## src/rtl/usb_bus_pkg.sv

```systemverilog
// Shared encodings and 48 MHz default timing for the USB bus-state logic.
package usb_bus_pkg;

    // Decoded line value, numbered as seen on the line_state output.
    typedef enum logic [1:0] {
        LS_SE0 = 2'd0,
        LS_J   = 2'd1,
        LS_K   = 2'd2,
        LS_SE1 = 2'd3
    } line_state_t;

    // Device bus state, numbered as seen on the bus_state output.
    typedef enum logic [1:0] {
        ST_ACTIVE    = 2'd0,
        ST_BUS_RESET = 2'd1,
        ST_SUSPEND   = 2'd2,
        ST_RESUME    = 2'd3
    } bus_state_t;

    // Timing for a 48 MHz clock: ~21 us reset, 3 ms suspend, 1 ms resume.
    localparam int unsigned DEF_RESET_CYCLES   = 1023;
    localparam int unsigned DEF_SUSPEND_CYCLES = 144000;
    localparam int unsigned DEF_RESUME_CYCLES  = 48000;

    // Largest of three thresholds; sizes the shared run counter.
    function automatic int unsigned max3(input int unsigned a, input int unsigned b,
                                         input int unsigned c);
        int unsigned m;
        m = a;
        if (b > m) m = b;
        if (c > m) m = c;
        return m;
    endfunction

endpackage

```

## src/rtl/usb_line_sync.sv

```systemverilog
// D+/D- synchronizer and line decoder. Produces the decoded value about to be
// registered (line_next) and the registered line_state, 3 clk after the pins.
module usb_line_sync
    import usb_bus_pkg::*;
(
    input  logic        clk,
    input  logic        reset,
    input  logic        usb_p_rx,
    input  logic        usb_n_rx,
    output line_state_t line_next,
    output line_state_t line_state
);

    logic p_meta;
    logic p_sync;
    logic n_meta;
    logic n_sync;

    // Two-flop synchronizers for the asynchronous pins.
    always_ff @(posedge clk) begin
        if (reset) begin
            p_meta <= 1'b0;
            p_sync <= 1'b0;
            n_meta <= 1'b0;
            n_sync <= 1'b0;
        end else begin
            p_meta <= usb_p_rx;
            p_sync <= p_meta;
            n_meta <= usb_n_rx;
            n_sync <= n_meta;
        end
    end

    // Decode the synchronized pin pair into a line value.
    always_comb begin
        line_next = LS_SE0;
        case ({p_sync, n_sync})
            2'b10:   line_next = LS_J;
            2'b01:   line_next = LS_K;
            2'b11:   line_next = LS_SE1;
            default: line_next = LS_SE0;
        endcase
    end

    // Register the decoded line.
    always_ff @(posedge clk) begin
        if (reset) line_state <= LS_SE0;
        else       line_state <= line_next;
    end

endmodule

```

## src/rtl/usb_bus_state_ctrl.sv

```systemverilog
// USB full-speed bus-state controller: times runs of identical line samples
// and sequences ACTIVE / BUS_RESET / SUSPEND / RESUME. bus_state is the FSM
// state register itself, so it doubles as the state debug view.
module usb_bus_state_ctrl
    import usb_bus_pkg::*;
#(
    parameter int unsigned RESET_CYCLES   = DEF_RESET_CYCLES,
    parameter int unsigned SUSPEND_CYCLES = DEF_SUSPEND_CYCLES,
    parameter int unsigned RESUME_CYCLES  = DEF_RESUME_CYCLES
)
(
    input  logic       clk,
    input  logic       reset,
    input  logic       usb_p_rx,
    input  logic       usb_n_rx,
    output logic       bus_reset,
    output logic       reset_start,
    output logic       suspend,
    output logic       resume_pulse,
    output logic [1:0] line_state,
    output logic [1:0] bus_state
);

    localparam int unsigned CNT_W = $clog2(max3(RESET_CYCLES, SUSPEND_CYCLES, RESUME_CYCLES) + 1);
    localparam logic [CNT_W-1:0] RESET_MATCH   = RESET_CYCLES[CNT_W-1:0];
    localparam logic [CNT_W-1:0] SUSPEND_MATCH = SUSPEND_CYCLES[CNT_W-1:0];
    localparam logic [CNT_W-1:0] RESUME_MATCH  = RESUME_CYCLES[CNT_W-1:0];

    line_state_t      line_next;
    line_state_t      line_q;
    logic [CNT_W-1:0] run_cnt;
    bus_state_t       state;
    bus_state_t       state_next;
    logic             reset_start_next;
    logic             resume_pulse_next;

    usb_line_sync u_line_sync (
        .clk        (clk),
        .reset      (reset),
        .usb_p_rx   (usb_p_rx),
        .usb_n_rx   (usb_n_rx),
        .line_next  (line_next),
        .line_state (line_q)
    );

    // Run length of the registered line: restarts at 1 on a change and
    // saturates, so each equality match below fires once per run.
    always_ff @(posedge clk) begin
        if (reset)                    run_cnt <= '0;
        else if (line_next != line_q) run_cnt <= {{(CNT_W-1){1'b0}}, 1'b1};
        else if (run_cnt != '1)       run_cnt <= run_cnt + 1'b1;
    end

    // State register.
    always_ff @(posedge clk) begin
        if (reset) state <= ST_ACTIVE;
        else       state <= state_next;
    end

    // Next-state and event decode from the registered line and run length.
    always_comb begin
        state_next = state;
        case (state)
            ST_ACTIVE: begin
                if (line_q == LS_SE0 && run_cnt == RESET_MATCH)     state_next = ST_BUS_RESET;
                else if (line_q == LS_J && run_cnt == SUSPEND_MATCH) state_next = ST_SUSPEND;
            end
            ST_BUS_RESET: begin
                if (line_q != LS_SE0) state_next = ST_ACTIVE;
            end
            ST_SUSPEND: begin
                if (line_q == LS_K && run_cnt == RESUME_MATCH)        state_next = ST_RESUME;
                else if (line_q == LS_SE0 && run_cnt == RESET_MATCH) state_next = ST_BUS_RESET;
            end
            ST_RESUME: begin
                if (line_q == LS_J)                                   state_next = ST_ACTIVE;
                else if (line_q == LS_SE0 && run_cnt == RESET_MATCH) state_next = ST_BUS_RESET;
            end
            default: state_next = ST_ACTIVE;
        endcase
        reset_start_next  = (state_next == ST_BUS_RESET) && (state != ST_BUS_RESET);
        resume_pulse_next = (state == ST_SUSPEND) && (state_next == ST_RESUME);
    end

    // Registered outputs, aligned with the state register.
    always_ff @(posedge clk) begin
        if (reset) begin
            bus_reset    <= 1'b0;
            suspend      <= 1'b0;
            reset_start  <= 1'b0;
            resume_pulse <= 1'b0;
        end else begin
            bus_reset    <= (state_next == ST_BUS_RESET);
            suspend      <= (state_next == ST_SUSPEND);
            reset_start  <= reset_start_next;
            resume_pulse <= resume_pulse_next;
        end
    end

    assign line_state = line_q;
    assign bus_state  = state;

endmodule

```

## config.mk

```make
export PLATFORM = sky130hd
export DESIGN_NAME = usb_bus_state_ctrl
export DESIGN_NICKNAME = d
export VERILOG_FILES = /design/src/rtl/usb_bus_pkg.sv /design/src/rtl/usb_line_sync.sv /design/src/rtl/usb_bus_state_ctrl.sv
export SDC_FILE = /design/constraint.sdc
export NUM_CORES = 1
export LEC_CHECK = 0
export CORE_MARGIN = 4
export CORE_UTILIZATION = 45
export DETAILED_ROUTE_END_ITERATION = 10
export GPL_TIMING_DRIVEN = 0
export PLACE_DENSITY = 0.65
export SYNTH_ARGS = -nofsm -noshare
export SYNTH_HDL_FRONTEND = slang
export SYNTH_SLANG_ARGS = --single-unit
```

## constraint.sdc

```tcl
create_clock -name clk -period 2.2 [get_ports clk]
set_input_delay 0.44 -clock clk [delete_from_list [all_inputs] [get_ports clk]]
set_output_delay 0.44 -clock clk [all_outputs]
set_load 0.01 [all_outputs]
```

==> results of run 1 <==
==> cell usage in the layout (no fill, tap or decap), drive strengths merged <==
cell / instances
dfxtp: 30
a21oi: 13
o2111ai: 2
nand3: 12
and3: 6
nor3: 7
or2: 2
mux2i: 2
buf: 3
ha: 2
nor2b: 7
a21boi: 2
clkdlybuf4s50: 11
a2111o: 3
a211oi: 2
and4: 2
o2111a: 1
a31o: 1
o31ai: 6
nand4: 3
a311oi: 2
or4: 5
o311ai: 1
clkinv: 1
a31oi: 2
nand4bb: 1
a2111oi: 1
clkbuf: 11
nor4: 4
or3: 4
o41ai: 1
nand4b: 2
nor2: 5
inv: 4
o21ai: 7
xor2: 2
nand2: 16
nand2b: 5
==> final timing paths <==
check,to,depth (start not counted)
setup reg to reg,run_cnt[12]$_SDFFE_PP0P_,6
setup / recovery,run_cnt[12]$_SDFFE_PP0P_,6
hold / removal,u_line_sync.p_sync$_SDFF_PP0_,1
hold reg to reg,u_line_sync.p_sync$_SDFF_PP0_,1
==> sequential cells by signal (all words and copies together) (netlist names) <==
signal,cells
reset_start,1
u_line_sync.p_meta,1
resume_pulse,1
bus_state,2
bus_reset,1
u_line_sync.n_meta,1
run_cnt,18
u_line_sync.n_sync,1
u_line_sync.p_sync,1
suspend,1
u_line_sync.line_state,2
==> what timing repair did <==
item | CTS | global route
hold endpoints to repair | 0 | 0
hold buffers | 0 | 0
resized for setup | 0 | 3
setup endpoints to repair | 0 | 8
==> power breakdown <==
group,total (mW),internal (mW),switching [mW]
combinational,0.0518,0.0213,0.0305
clock,0.341,0.155,0.186
sequential,0.560,0.551,0.00844
total,0.952,0.727,0.225
==> kinds of logic (layout without fill, tap and decap cells) <==
family	Yosys count	count (layout)	share of synthesized area [%]
buffers and inverters	11	30	3.04
adder cells (fa/ha/maj)	2	2	1.69
AO/OA/AOI/OAI	44	44	20.5
flip-flops	30	30	40.6
AND/OR/NAND/NOR	81	81	31.6
multiplexers	2	2	1.35
XOR/XNOR	2	2	1.18
==> metal layers <==
layer	global-route usage (%)	vias up
met1	23.0	649
li1	-	698
met2	27.1	38
met3	6.84	4
met4	5.96	0
met5	0	-
==> layout make-up <==
class / count / area share, %
Buffer: 7 / 1.74
Clock buffer: 7 / 3.20
Clock inverter: 1 / 0.291
Multi-Input combinational cell: 131 / 49.4
Timing Repair Buffer: 11 / 6.40
Sequential cell: 30 / 34.9
Tap cell: 44 / 3.20
Inverter: 4 / 0.872
==> worst max-delay path, stage by stage, from the launching register on <==
cell     delay (ps)
dfxtp_1         410
ha_1            260
nand3_2         190
or3_1           340
buf_2           170
or4_1           400
a21oi_1         140
==> impl_metrics.py, run 1 <==
metrics = {
    "outcome": {
        "status": "finished, final reports clean",
    },
    "logic_synthesis": {
        "synth.distinct_cells": 40,
        "seq_area_frac_synth_pct": 40.6,
        "yosys-top-cells-area": "dfxtp_1 41%, a21oi_1 4.4%, nand3_1 4.1%",
        "synth-seq-cells": 30,
        "synth_top_area_share_pct": 40.6,
        "yosysMostFrequentCell": "dfxtp_1",
        "syn-num-nets": 178,
        "synth-main-ff-cell": "dfxtp_1",
        "avgSynthCellArea_um2": 8.60,
        "synth_commonest_cells": "30 x dfxtp_1, 16 x nand2_1, 13 x a21oi_1, 12 x nand3_1",
        "synth_async_sr_flop_share_pct": 0,
        "synth_warnings": 0,
        "syn_area_mm2": 0.00148,
        "synth_edf_count": 0,
        "syn_inst": 172,
        "yosys.area.top_type": "dfxtp_1",
    },
    "final_layout": {
        "drive_above_1_share_pct": 9.42,
        "diodes": 0,
        "regArea_um2": 601,
        "area_growth_pct": 16.4,
        "final_core_util_pct": 55.5,
        "multi_input_area_um2": 851,
        "fin_area_mm2": 0.00172,
        "fillCellCount": 305,
        "layout.cells.non_filler": 235,
        "fin_nets": 196,
    },
    "placed_design": {
        "placedCellCount": 227,
        "place_area_mm2": 0.00164,
        "hpwlAfterDp_um": 2510,
        "io_buffers": 11,
        "dp_slack_ps": -171,
        "gp_congestion": 0.863,
    },
    "global_route": {
        "grt_overflow_total": 0,
        "antenna_found_initial": 0,
        "grt_usage_pct": 17.8,
        "grt_pass1_vias": 1235,
        "grt_pass1_wl_um": 5750,
        "grt_start_max_net_pins": 11,
    },
    "worst_setup_path": {
        "critPathRequiredTime_ps": 2470,
        "critical_path_class": "reg -> reg",
        "cp-start-kind": "flop",
        "path_max_fanout": 8,
        "crit-reg2reg-launch": "run_cnt[0]$_SDFFE_PP0P_",
        "r2r_slack_ps": 230,
        "worstPathArrival_ps": 2240,
        "crit_start": "run_cnt[0]$_SDFFE_PP0P_",
        "end_kind": "flop",
    },
    "cts": {
        "clockBufferDepth": 2,
        "path_clk_slew_ps": 90,
        "cts_tree": "done",
        "clkLatencyLatePin_ps": 330,
        "cts-root-buf": "clkbuf_4",
        "ctsHtreeMaxLevel": 2,
        "numCtsBuffers": 5,
        "cts_sinks": 30,
        "cts_setup_buffers": 0,
    },
    "drt": {
        "met2_length_um": 1620,
        "vias": 1389,
        "wl_met3_um": 162,
        "via_per_inst": 5.91,
        "firstDrtPassIters": 4,
        "ant_nets": 0,
        "wl_per_cell_um": 14.7,
        "wl_met1_um": 1650,
        "totalWireLength_um": 3460,
        "drt_iter0_drc": 108,
        "top_layer_used": "met4",
        "drcViolationCount": 0,
    },
    "job": {
        "drv_cap": 0,
    },
    "sta": {
        "worst_pin_slew_ps": 1020,
        "max_freq_mhz": 507,
        "fin_crit_sh_pct": 89.6,
        "setup_tns_ps": 0,
        "rsz0062_at_grt": "no",
        "clock-skew-final_ps": 5.70,
        "final_max_slew_viol_count": 0,
        "hold_violations": 0,
        "setup_viol": 0,
        "fin_hold_ws_ps": 441,
        "max-slew-margin-rel_pct": 31.7,
        "timing.final.ws_setup_ps": 228,
        "fin_crit_ps": 1970,
    },
    "power": {
        "peakVddDrop_mv": 0.346,
        "p_per_area_mw_per_mm2": 553,
        "power.total_mw": 0.952,
        "leakage_nw": 0.596,
    },
    "floorplan": {
        "top_level_ports": 12,
        "die-area_mm2": 0.00427,
        "initial_core_util_pct": 47.7,
        "core_mm2": 0.00310,
        "dieHeight_um": 65.3,
        "die_x_um": 65.3,
        "row_count": 20,
    },
    "min_path": {
        "hp-start": "u_line_sync.p_meta$_SDFF_PP0_",
        "worstHoldPathType": "reg -> reg",
    },
}
Note: power is estimated with default switching activity, not from simulation.
==> run 2: changes to the inputs <==
--- a/config.mk
+++ b/config.mk
@@ -5,11 +5,13 @@
 export SDC_FILE = /design/constraint.sdc
 export NUM_CORES = 1
 export LEC_CHECK = 0
+export CELL_PAD_IN_SITES_DETAIL_PLACEMENT = 0
+export CELL_PAD_IN_SITES_GLOBAL_PLACEMENT = 1
 export CORE_MARGIN = 4
-export CORE_UTILIZATION = 45
+export CORE_UTILIZATION = 39
 export DETAILED_ROUTE_END_ITERATION = 10
 export GPL_TIMING_DRIVEN = 0
-export PLACE_DENSITY = 0.65
+export PLACE_DENSITY = 0.75
 export SYNTH_ARGS = -nofsm -noshare
 export SYNTH_HDL_FRONTEND = slang
 export SYNTH_SLANG_ARGS = --single-unit
==> constraint.sdc (replaced) <==
create_clock -name clk -period 1.7 [get_ports clk]
set_input_delay 0.34 -clock clk [delete_from_list [all_inputs] [get_ports clk]]
set_output_delay 0.34 -clock clk [all_outputs]
set_load 0.01 [all_outputs]
==> run 2 against run 1 <==
  * The flow now finishes with violations (setup timing)
  * Setup slack got worse by 230 ps
  * Sequential share of layout area decreased by 3.4 points
  * Wire length increased by 14%
  * Sequential power increased by 28%
  * Power increased by 79%
  * Flip-flop and latch count unchanged
  * Worst hold slack got worse by 5.0 ps
  * Critical endpoint unchanged
  * Core utilization increased by 0.19 points
  * Highest routed layer unchanged
  * Critical path type unchanged
  * Design area increased by 18%
==> impl_metrics.py, run 2 (same netlist as run 1, synthesis figures left out) <==
metrics = {
    "outcome": {
        "status": "finished with violations",
        "violations": "setup timing",
    },
    "final_layout": {
        "fin_nets": 201,
        "diodes": 0,
        "regMostFlops": "run_cnt",
        "largest_register_ffs": 18,
        "drive_above_1_share_pct": 29.1,
        "final_common_cell": "nand2_1",
        "mostFrequentLayoutCells": "16 x nand2_1, 15 x dfxtp_1, 11 x a21oi_1",
        "final_core_util_pct": 55.7,
        "area_growth_pct": 37.8,
    },
    "worst_setup_path": {
        "cp-start-kind": "flop",
        "critPathRequiredTime_ps": 1920,
        "worst-path-buf-inv": 0,
        "crit_family": "simple AND/OR/NAND/NOR gates",
        "worstPathArrival_ps": 1920,
        "cp_cell_sequence": "ha_4, nand3_4, or3_4, or4_4, a21oi_2",
        "cp_slowest_stage_delay_ps": 430,
        "cpMaxStageDelayCell": "or4_4",
        "critical_path_class": "reg -> reg",
        "path_max_fanout": 7,
        "end_kind": "flop",
    },
    "cts": {
        "cts_sinks": 30,
        "clkLatencyLatePin_ps": 290,
        "cts_tree": "done",
        "ctsHtreeMaxLevel": 2,
        "ctsHoldBuffers": 0,
        "clockBufferDepth": 2,
        "path_clk_slew_ps": 70,
        "cts-root-buf": "clkbuf_8",
        "numCtsBuffers": 5,
    },
    "sta": {
        "max_freq_mhz": 588,
        "hold_violations": 0,
        "max-slew-margin-rel_pct": 54.6,
        "fin_crit_sh_pct": 100,
        "clock-skew-final_ps": 9.07,
        "worst_pin_slew_ps": 677,
        "final_max_slew_viol_count": 0,
        "fin_hold_ws_ps": 436,
        "fin_crit_ps": 1700,
        "rsz0062_at_grt": "yes",
        "timing.final.ws_setup_ps": -1.33,
        "setup_viol": 1,
    },
    "placed_design": {
        "dp_slack_ps": -593,
        "gp_congestion": 0.831,
        "hpwlAfterDp_um": 2550,
        "io_buffers": 11,
    },
    "floorplan": {
        "initial_core_util_pct": 40.4,
        "die_x_um": 69.6,
        "dieHeight_um": 69.6,
        "die-area_mm2": 0.00484,
        "top_level_ports": 12,
        "row_count": 22,
        "core_mm2": 0.00366,
    },
    "power": {
        "leakage_nw": 0.717,
        "peakVddDrop_mv": 0.479,
        "p_per_area_mw_per_mm2": 834,
    },
    "global_route": {
        "grt_usage_pct": 16.6,
        "grt_start_max_net_pins": 11,
        "grt_pass1_vias": 1355,
        "antenna_found_initial": 0,
        "grt_overflow_total": 0,
        "grt_pass1_wl_um": 6560,
    },
    "min_path": {
        "worstHoldPathType": "reg -> reg",
    },
    "drt": {
        "totalWireLength_um": 3940,
        "via_per_inst": 5.91,
        "drt_iter0_drc": 137,
        "vias": 1443,
        "ant_nets": 0,
        "firstDrtPassIters": 4,
        "wl_per_cell_um": 16.2,
        "drcViolationCount": 0,
    },
    "job": {
        "drv_cap": 0,
    },
}
[run 2: changes by cell type in the layout (fill, tap and decap cells not counted), sizes merged]
| cell | delta |
|---|---|
| dlygate4sd2 | +1 |
| clkdlybuf4s50 | -1 |
| buf | +7 |
| clkinv | -1 |
| clkbuf | -3 |
| bufinv | +2 |
[run 2: stage by stage]
stage                     instance area [um^2]  cells  setup TNS, ps  total power [mW]
after floorplan                           1490    172              0             0.783
after global placement                    1660    231          -6020             0.809
after detailed placement                  1660    231          -6290             0.809
after CTS                                 1930    240          -7.70              1.71
after global routing                      2040    244          -91.4              1.75
final                                     2040    244          -1.33              1.70
[run 2: timing repair]
| action | in CTS | in global routing |
|---|---|---|
| buffers inserted | 3 | 5 |
| setup endpoints to repair | 21 | 22 |
| resized for setup | 32 | 24 |
| cloned | 0 | 0 |
| hold endpoints to repair | 0 | 0 |
| pin swaps | 3 | 8 |
[run 2: area by class of cell]
type	count	area (um^2)
Sequential cell	30	642
Inverter	4	15.0
Buffer	4	26.3
Fill cell	319	1620
Multi-Input combinational cell	131	983
Clock inverter	2	60.1
Clock buffer	6	82.6
Tap cell	48	60.1
Timing Repair Buffer	19	169
[run 2: path summary, 6_finish.rpt]
path	start	to	slack, ps	depth (start not counted)
setup / recovery	run_cnt[1]$_SDFFE_PP0P_	run_cnt[12]$_SDFFE_PP0P_	-1	5
hold / removal	u_line_sync.p_meta$_SDFF_PP0_	u_line_sync.p_sync$_SDFF_PP0_	440	1
setup reg to reg	run_cnt[1]$_SDFFE_PP0P_	run_cnt[12]$_SDFFE_PP0P_	-1	5
hold reg to reg	u_line_sync.p_meta$_SDFF_PP0_	u_line_sync.p_sync$_SDFF_PP0_	440	1
[run 2: report_power, final]
part	total, mW	switching (mW)	internal, mW
clock network	0.896	0.271	0.625
logic	0.0847	0.0472	0.0375
registers	0.719	0.0148	0.704
total	1.70	0.333	1.37
[run 2: layer usage]
metal  track usage (%)  wire (um)  up-vias
met5                 0          0        -
li1                  -          -      710
met1              22.3       1840      696
met4              6.29         67        0
met3              3.62        172        9
met2              25.8       1860       28
==> run 3: changes to the inputs <==
--- a/config.mk
+++ b/config.mk
@@ -12,6 +12,7 @@
 export DETAILED_ROUTE_END_ITERATION = 10
 export GPL_TIMING_DRIVEN = 0
 export PLACE_DENSITY = 0.75
+export RECOVER_POWER = 100
 export SYNTH_ARGS = -nofsm -noshare
 export SYNTH_HDL_FRONTEND = slang
 export SYNTH_SLANG_ARGS = --single-unit
==> run 3 against run 2 <==
  * The flow still finishes with violations (setup timing)
  * Design area hardly changed
  * Die area unchanged
  * Clock-buffer cell count did not move
  * Cell count unchanged
  * Register-to-register slack about the same
  * Power about the same
  * Sequential power is essentially flat
  * Critical path type unchanged
  * Critical endpoint unchanged
==> impl_metrics.py, run 3 (same netlist as run 1, synthesis figures left out) <==
metrics = {
    "placed_design": {
        "io_buffers": 11,
        "hpwlAfterDp_um": 2550,
        "gp_congestion": 0.831,
    },
    "floorplan": {
        "top_level_ports": 12,
        "die_x_um": 69.6,
        "initial_core_util_pct": 40.4,
        "row_count": 22,
        "die-area_mm2": 0.00484,
        "core_mm2": 0.00366,
        "dieHeight_um": 69.6,
    },
    "cts": {
        "cts-root-buf": "clkbuf_8",
        "cts_tree": "done",
        "path_clk_slew_ps": 70,
        "clkLatencyLatePin_ps": 290,
        "ctsHtreeMaxLevel": 2,
        "ctsHoldBuffers": 0,
        "clockBufferDepth": 2,
        "numCtsBuffers": 5,
        "cts_sinks": 30,
    },
    "drt": {
        "wl_per_cell_um": 16.1,
        "vias": 1444,
        "totalWireLength_um": 3930,
        "drt_iter0_drc": 137,
        "ant_nets": 0,
        "firstDrtPassIters": 4,
        "via_per_inst": 5.92,
        "drcViolationCount": 0,
    },
    "min_path": {
        "hp-start": "u_line_sync.p_meta$_SDFF_PP0_",
        "min_delay_path_depth": 1,
        "worstHoldPathType": "reg -> reg",
        "hold_end": "u_line_sync.p_sync$_SDFF_PP0_",
    },
    "sta": {
        "final_max_slew_viol_count": 0,
        "setup_viol": 1,
        "clock-skew-final_ps": 9.09,
        "timing.final.ws_setup_ps": -1.01,
        "fin_crit_sh_pct": 100,
        "max-slew-margin-rel_pct": 54.6,
        "hold_violations": 0,
        "max_freq_mhz": 588,
        "fin_crit_ps": 1700,
        "rsz0062_at_grt": "yes",
        "worst_pin_slew_ps": 677,
    },
    "final_layout": {
        "regMostFlops": "run_cnt",
        "mostFrequentLayoutCells": "16 x nand2_1, 16 x dfxtp_1, 11 x a21oi_1",
        "diodes": 0,
        "drive_above_1_share_pct": 28.6,
        "area_growth_pct": 37.7,
        "fillCellCount": 319,
        "fin_nets": 201,
        "largest_register_ffs": 18,
        "final_core_util_pct": 55.6,
    },
    "outcome": {
        "violations": "setup timing",
        "status": "finished with violations",
    },
    "power": {
        "leakage_nw": 0.731,
        "swShare_pct": 19.6,
        "clockPowerShare_pct": 52.7,
        "internal-power_mw": 1.37,
        "seq_power_share_pct": 42.3,
        "p_per_area_mw_per_mm2": 834,
        "p_switching_mw": 0.333,
        "power.total_mw": 1.70,
        "peakVddDrop_mv": 0.479,
        "comb_power_share_pct": 5.0,
    },
    "worst_setup_path": {
        "cp_slowest_stage_delay_ps": 430,
        "r2r_slack_ps": -1,
        "cp_cell_sequence": "ha_4, nand3_4, or3_4, or4_4, a21oi_2",
        "cp-start-kind": "flop",
        "worstPathArrival_ps": 1920,
        "critical_path_class": "reg -> reg",
        "path_max_fanout": 7,
        "end_kind": "flop",
        "critPathRequiredTime_ps": 1920,
        "r2r_end": "run_cnt[12]$_SDFFE_PP0P_",
        "rr_worst_depth": 5,
        "crit-reg2reg-launch": "run_cnt[1]$_SDFFE_PP0P_",
        "cpMaxStageDelayCell": "or4_4",
    },
    "global_route": {
        "antenna_found_initial": 0,
        "grt_start_max_net_pins": 11,
        "grt_pass1_wl_um": 6560,
        "grt_overflow_total": 0,
        "grt_pass1_vias": 1355,
        "grt_usage_pct": 16.6,
    },
    "job": {
        "drv_cap": 0,
    },
}
==> run 3: cell types whose count changed in the layout (fill, tap and decap cells not counted) <==
| cell | delta |
|---|---|
| clkdlybuf4s50_1 | -4 |
| dfxtp_1 | +1 |
| dfxtp_2 | -1 |
| dlygate4sd3_1 | +4 |
==> run 3: worst max-delay path by stage <==
| stage | startpoint | to | slack (ps) |
|---|---|---|---|
| after floorplan | run_cnt[1]$_SDFFE_PP0P_ | run_cnt[12]$_SDFFE_PP0P_ | 9 |
| after global placement | reset | run_cnt[14]$_SDFFE_PP0P_ | -540 |
| after detailed placement | reset | run_cnt[14]$_SDFFE_PP0P_ | -590 |
| after CTS | run_cnt[0]$_SDFFE_PP0P_ | run_cnt[12]$_SDFFE_PP0P_ | -8 |
| after global routing | run_cnt[1]$_SDFFE_PP0P_ | run_cnt[12]$_SDFFE_PP0P_ | -50 |
| final | run_cnt[1]$_SDFFE_PP0P_ | run_cnt[12]$_SDFFE_PP0P_ | -1 |
==> run 3: power by group through the flow <==
| stage | Sequential [mW] | Combinational, mW | Clock, mW |
|---|---|---|---|
| final | 0.719 | 0.0847 | 0.896 |
| after global routing | 0.721 | 0.0947 | 0.931 |
| after CTS | 0.725 | 0.0795 | 0.905 |
| after detailed placement | 0.742 | 0.0678 | 0 |
| after global placement | 0.741 | 0.0678 | 0 |
| after floorplan | 0.740 | 0.0437 | 0 |
==> run 3: what timing repair did <==
| action | in CTS | in global routing |
|---|---|---|
| setup buffers | 3 | 5 |
| setup endpoints to repair | 21 | 22 |
| resized for setup | 32 | 24 |
| pin swaps | 3 | 8 |
| hold endpoints to repair | 0 | 0 |
==> run 3: worst max-delay path: cells and delay by family (launching register included) <==
family | cells | cell delay (ps)
compound gates | 1 | 140
simple gates | 3 | 930
flops | 1 | 390
fa+ha+maj | 1 | 160
==> run 3: layout make-up <==
cell class | instances | area [um^2] | share of cell area, %
plain buffers | 4 | 26.3 | 1.29
clock buffers | 6 | 82.6 | 4.05
clock inverters | 2 | 60.1 | 2.95
inverters | 4 | 15.0 | 0.737
multi-input cells | 131 | 983 | 48.3
flip-flops and latches | 30 | 641 | 31.4
well taps | 48 | 60.1 | 2.95
repair buffers | 19 | 169 | 8.29
==> run 3: through the flow <==
stage | cells | hold slack [ps] | setup TNS, ps | worst slack (ps) | area (um^2)
final | 244 | 436 | -1.01 | -1.01 | 2040
after global routing | 244 | 462 | -166 | -53.4 | 2040
after CTS | 240 | 439 | -7.70 | -7.70 | 1930
after detailed placement | 231 | 423 | -6290 | -593 | 1660
after global placement | 231 | 417 | -6020 | -541 | 1660
after floorplan | 172 | 414 | 0 | 9.16 | 1490
==> run 3: layer usage <==
| layer | wire, um | vias up | GRT usage (%) |
|---|---|---|---|
| met5 | 0 | - | 0 |
| met4 | 53 | 0 | 6.29 |
| met3 | 167 | 7 | 3.62 |
| met2 | 1880 | 27 | 25.8 |
| met1 | 1830 | 700 | 22.3 |
| li1 | - | 710 | - |
==> variant: new RTL, config.mk and constraints of run 2 <==
`DEF_SUSPEND_CYCLES`: 144000 -> 288000.
--- a/src/rtl/usb_bus_pkg.sv
+++ b/src/rtl/usb_bus_pkg.sv
@@ -21,3 +21,3 @@
     localparam int unsigned DEF_RESET_CYCLES   = 1023;
-    localparam int unsigned DEF_SUSPEND_CYCLES = 144000;
+    localparam int unsigned DEF_SUSPEND_CYCLES = 288000;
     localparam int unsigned DEF_RESUME_CYCLES  = 48000;
Formal check against the unedited RTL: no difference found for any inputs over 10 cycles, from zero or initial values and one cycle with reset high; that may be too few to reach the edited logic, so the function may still have changed.
==> variant against run 2 <==
First-iteration DRC count down 66%. Total power shrank 16%. Sequential cell count grew 1. Clock skew shrank 0.0056 ns. The flow still finishes with violations (setup timing). Wire length fell by 11%. Fmax fell by 6.3%. Synthesized area down 2.6%. Synthesized cell count down 6.4%. Design area fell by 4.2%. Die area decreased by 2.3%. Core utilization increased by 1.1 points. Critical endpoint is now bus_reset$_SDFF_PP0_. Highest routed layer unchanged. Via count down 14%. Setup slack lost 0.11 ns.
==> variant: results (changes against run 2) <==
Parameter                              Value

Timing
  Final setup violation count ... 11 (+10)
  Setup WS post-layout ... -0.116 ns (-0.114 ns)
  Relative slew margins ... 66.5% (+12 points)
  Clock skew ... 0.00346 ns (-0.00561 ns)

Drt
  Iter 0 DRT Violations ... 46 (-66%)
  Met3 WL post-DR ... 151 µm (-12%)
  Vias ... 1,244 (-14%)
  Via-per-instance ratio ... 5.21 (-12%)
  Post-Route WL ... 3510 µm (-11%)
  Met2 routed WL ... 1640 µm (-12%)
  First drt pass iteration count ... 4 (unchanged)
  WL met1 ... 1640 µm (-11%)
  Highest metal layer with signal wires ... met4

Global route
  Maximum number of pins on one net before global-route repair ... 11 (unchanged)
  Number of antenna violations at the first check in global routing ... 0 (unchanged)
  Vias in the first global route ... 1,260 (-7.0%)
  Global router's overall resource usage ... 17.0% (+0.40 points)
  Global routing met1 resource utilization ... 20.5% (-1.9 points)
  GR met2 Demand/Resource ... 26.8% (+0.97 points)
  First-pass GRT wire length ... 5820 µm (-11%)
  Global-route met3 utilization ... 6.00% (+2.4 points)

Pwr
  Fraction of power consumed by the clock network ... 39.8% (-13 points)
  Switching fraction of total power ... 24.6% (+5.0 points)
  Combinational group power ... 0.114 mW (+35%)
  Worst supply voltage drop on vdd ... 0.000628 V (+31%)
  Leakage power ... 0.683 nW (-4.7%)

Clock tree
  H-tree depth reported by CTS ... 2 (unchanged)
  Buffer levels on the longest clock path ... 2 (unchanged)
  Clock Latency Late Sink ... 0.29 ns (about the same)
  Post-CTS Setup Bufs ... 10 (+7)
  PostCTS Resize Cnt ... 31 (-3.1%)

Synthesis
  Most numerous cell types in the synthesized netlist ... sky130_fd_sc_hd__dfxtp_1, sky130_fd_sc_hd__nor2_1, sky130_fd_sc_hd__xnor2_1, sky130_fd_sc_hd__nand2_1, sky130_fd_sc_hd__a21oi_1
  Synth top area cells ... sky130_fd_sc_hd__dfxtp_1, sky130_fd_sc_hd__xnor2_1, sky130_fd_sc_hd__nor2_1
  Number of distinct standard cells referenced by the synthesized netlist ... 40 (unchanged)
  Net Count, Synth ... 167 (-6.2%)
  Number of standard cells after synthesis ... 161 (-6.4%)
  EDFF count, synth ... 0 (unchanged)
  Share of the yosys chip area belonging to registers ... 43.1% (+2.5 points)
  Fraction of registers with async set/reset ... 0% (unchanged)

Placement
  Count of buffers from port buffering ... 11 (unchanged)
  DP Area ... 1610 µm² (-2.7%)
  Detailed placer's ending HPWL ... 2210 µm (-13%)
  Post-placement cell count ... 218 (-5.6%)
  Gp weighted congestion ... 0.831 (about the same)

Cells and area
  Fraction of layout instances using a drive strength above 1 ... 32.6% (+3.6 points)
  Diodes inserted ... 0 (unchanged)
  Reg with most FFs ... run_cnt
  Final layout net count ... 198 (-1.5%)
  Number of flip-flops under the largest register name ... 19 (+1)
  Filler cells ... 307 (-3.8%)

Setup path
  Worst-case reg-to-reg path depth ... 8 (+3)
  Worst EP arrival ... 2.05 ns (+0.13 ns)
  Worst-path maximum fanout ... 3 (-4)

Worst hold path
  Hold crit path type ... register to register

Outcome
  Violated checks ... setup timing
  Run status ... finished with violations
## variant: changes by cell type in the layout (fill, tap and decap cells not counted), moves of 5 or more
| cell | run 2 | this run |
|---|---|---|
| sky130_fd_sc_hd__dfxtp_4 | 9 | 1 |
| sky130_fd_sc_hd__dfxtp_2 | 6 | 11 |
| sky130_fd_sc_hd__o21ai_0 | 7 | 1 |
| sky130_fd_sc_hd__nor2_1 | 5 | 21 |
| sky130_fd_sc_hd__nand2_1 | 16 | 9 |
| sky130_fd_sc_hd__o31ai_1 | 6 | 0 |
| sky130_fd_sc_hd__a21oi_1 | 11 | 6 |
| sky130_fd_sc_hd__xnor2_1 | 0 | 13 |
## variant: cell families (layout without fill, tap and decap cells)
logic type	after synthesis	in the layout	share of synthesized area [%]
simple gates	75	75	29.3
compound gates	22	22	10.9
xor+xnor	17	17	10.3
fa+ha+maj	2	2	1.74
flops	31	31	43.1
mux	2	2	1.39
buf+inv	12	44	3.30
## variant: layout make-up
type / instances / area, µm² / area share (%)
Tap cell: 46 / 57.6 / 2.95
Sequential cell: 31 / 638 / 32.7
Multi-Input combinational cell: 118 / 903 / 46.3
Buffer: 5 / 32.5 / 1.67
Timing Repair Buffer: 24 / 208 / 10.6
Clock buffer: 6 / 72.6 / 3.72
Inverter: 7 / 28.8 / 1.47
Clock inverter: 2 / 12.5 / 0.641
## variant: path summary, 6_finish.rpt
check,endpoint,slack [ns],from
hold / removal,u_line_sync.p_sync$_SDFF_PP0_,0.45,u_line_sync.p_meta$_SDFF_PP0_
setup reg to reg,bus_reset$_SDFF_PP0_,-0.12,run_cnt[0]$_SDFFE_PP0P_
setup / recovery,bus_reset$_SDFF_PP0_,-0.12,run_cnt[0]$_SDFFE_PP0P_
hold reg to reg,u_line_sync.p_sync$_SDFF_PP0_,0.45,u_line_sync.p_meta$_SDFF_PP0_
## variant: worst max-delay path, cell delays in order (launching register included)
cell,delay (ns)
sky130_fd_sc_hd__dfxtp_4,0.35
sky130_fd_sc_hd__inv_4,0.06
sky130_fd_sc_hd__ha_4,0.12
sky130_fd_sc_hd__or4b_4,0.46
sky130_fd_sc_hd__nor4_4,0.18
sky130_fd_sc_hd__buf_4,0.15
sky130_fd_sc_hd__nand4b_1,0.15
sky130_fd_sc_hd__nand2_2,0.14
sky130_fd_sc_hd__a31o_1,0.15
## variant: through the flow
step / utilization [%] / hold slack [ns] / total power [mW] / setup TNS, ns / setup slack [ns]
after global placement: 46.9 / 0.417 / 0.831 / -4.24 / -0.332
final: 56.7 / 0.454 / 1.43 / -0.617 / -0.116
after global routing: 56.7 / 0.471 / 1.49 / -2.20 / -0.213
after detailed placement: 46.9 / 0.446 / 0.834 / -4.19 / -0.315
after CTS: 54.2 / 0.459 / 1.43 / -0.833 / -0.176
after floorplan: - / 0.412 / 0.807 / -0.0292 / -0.0292
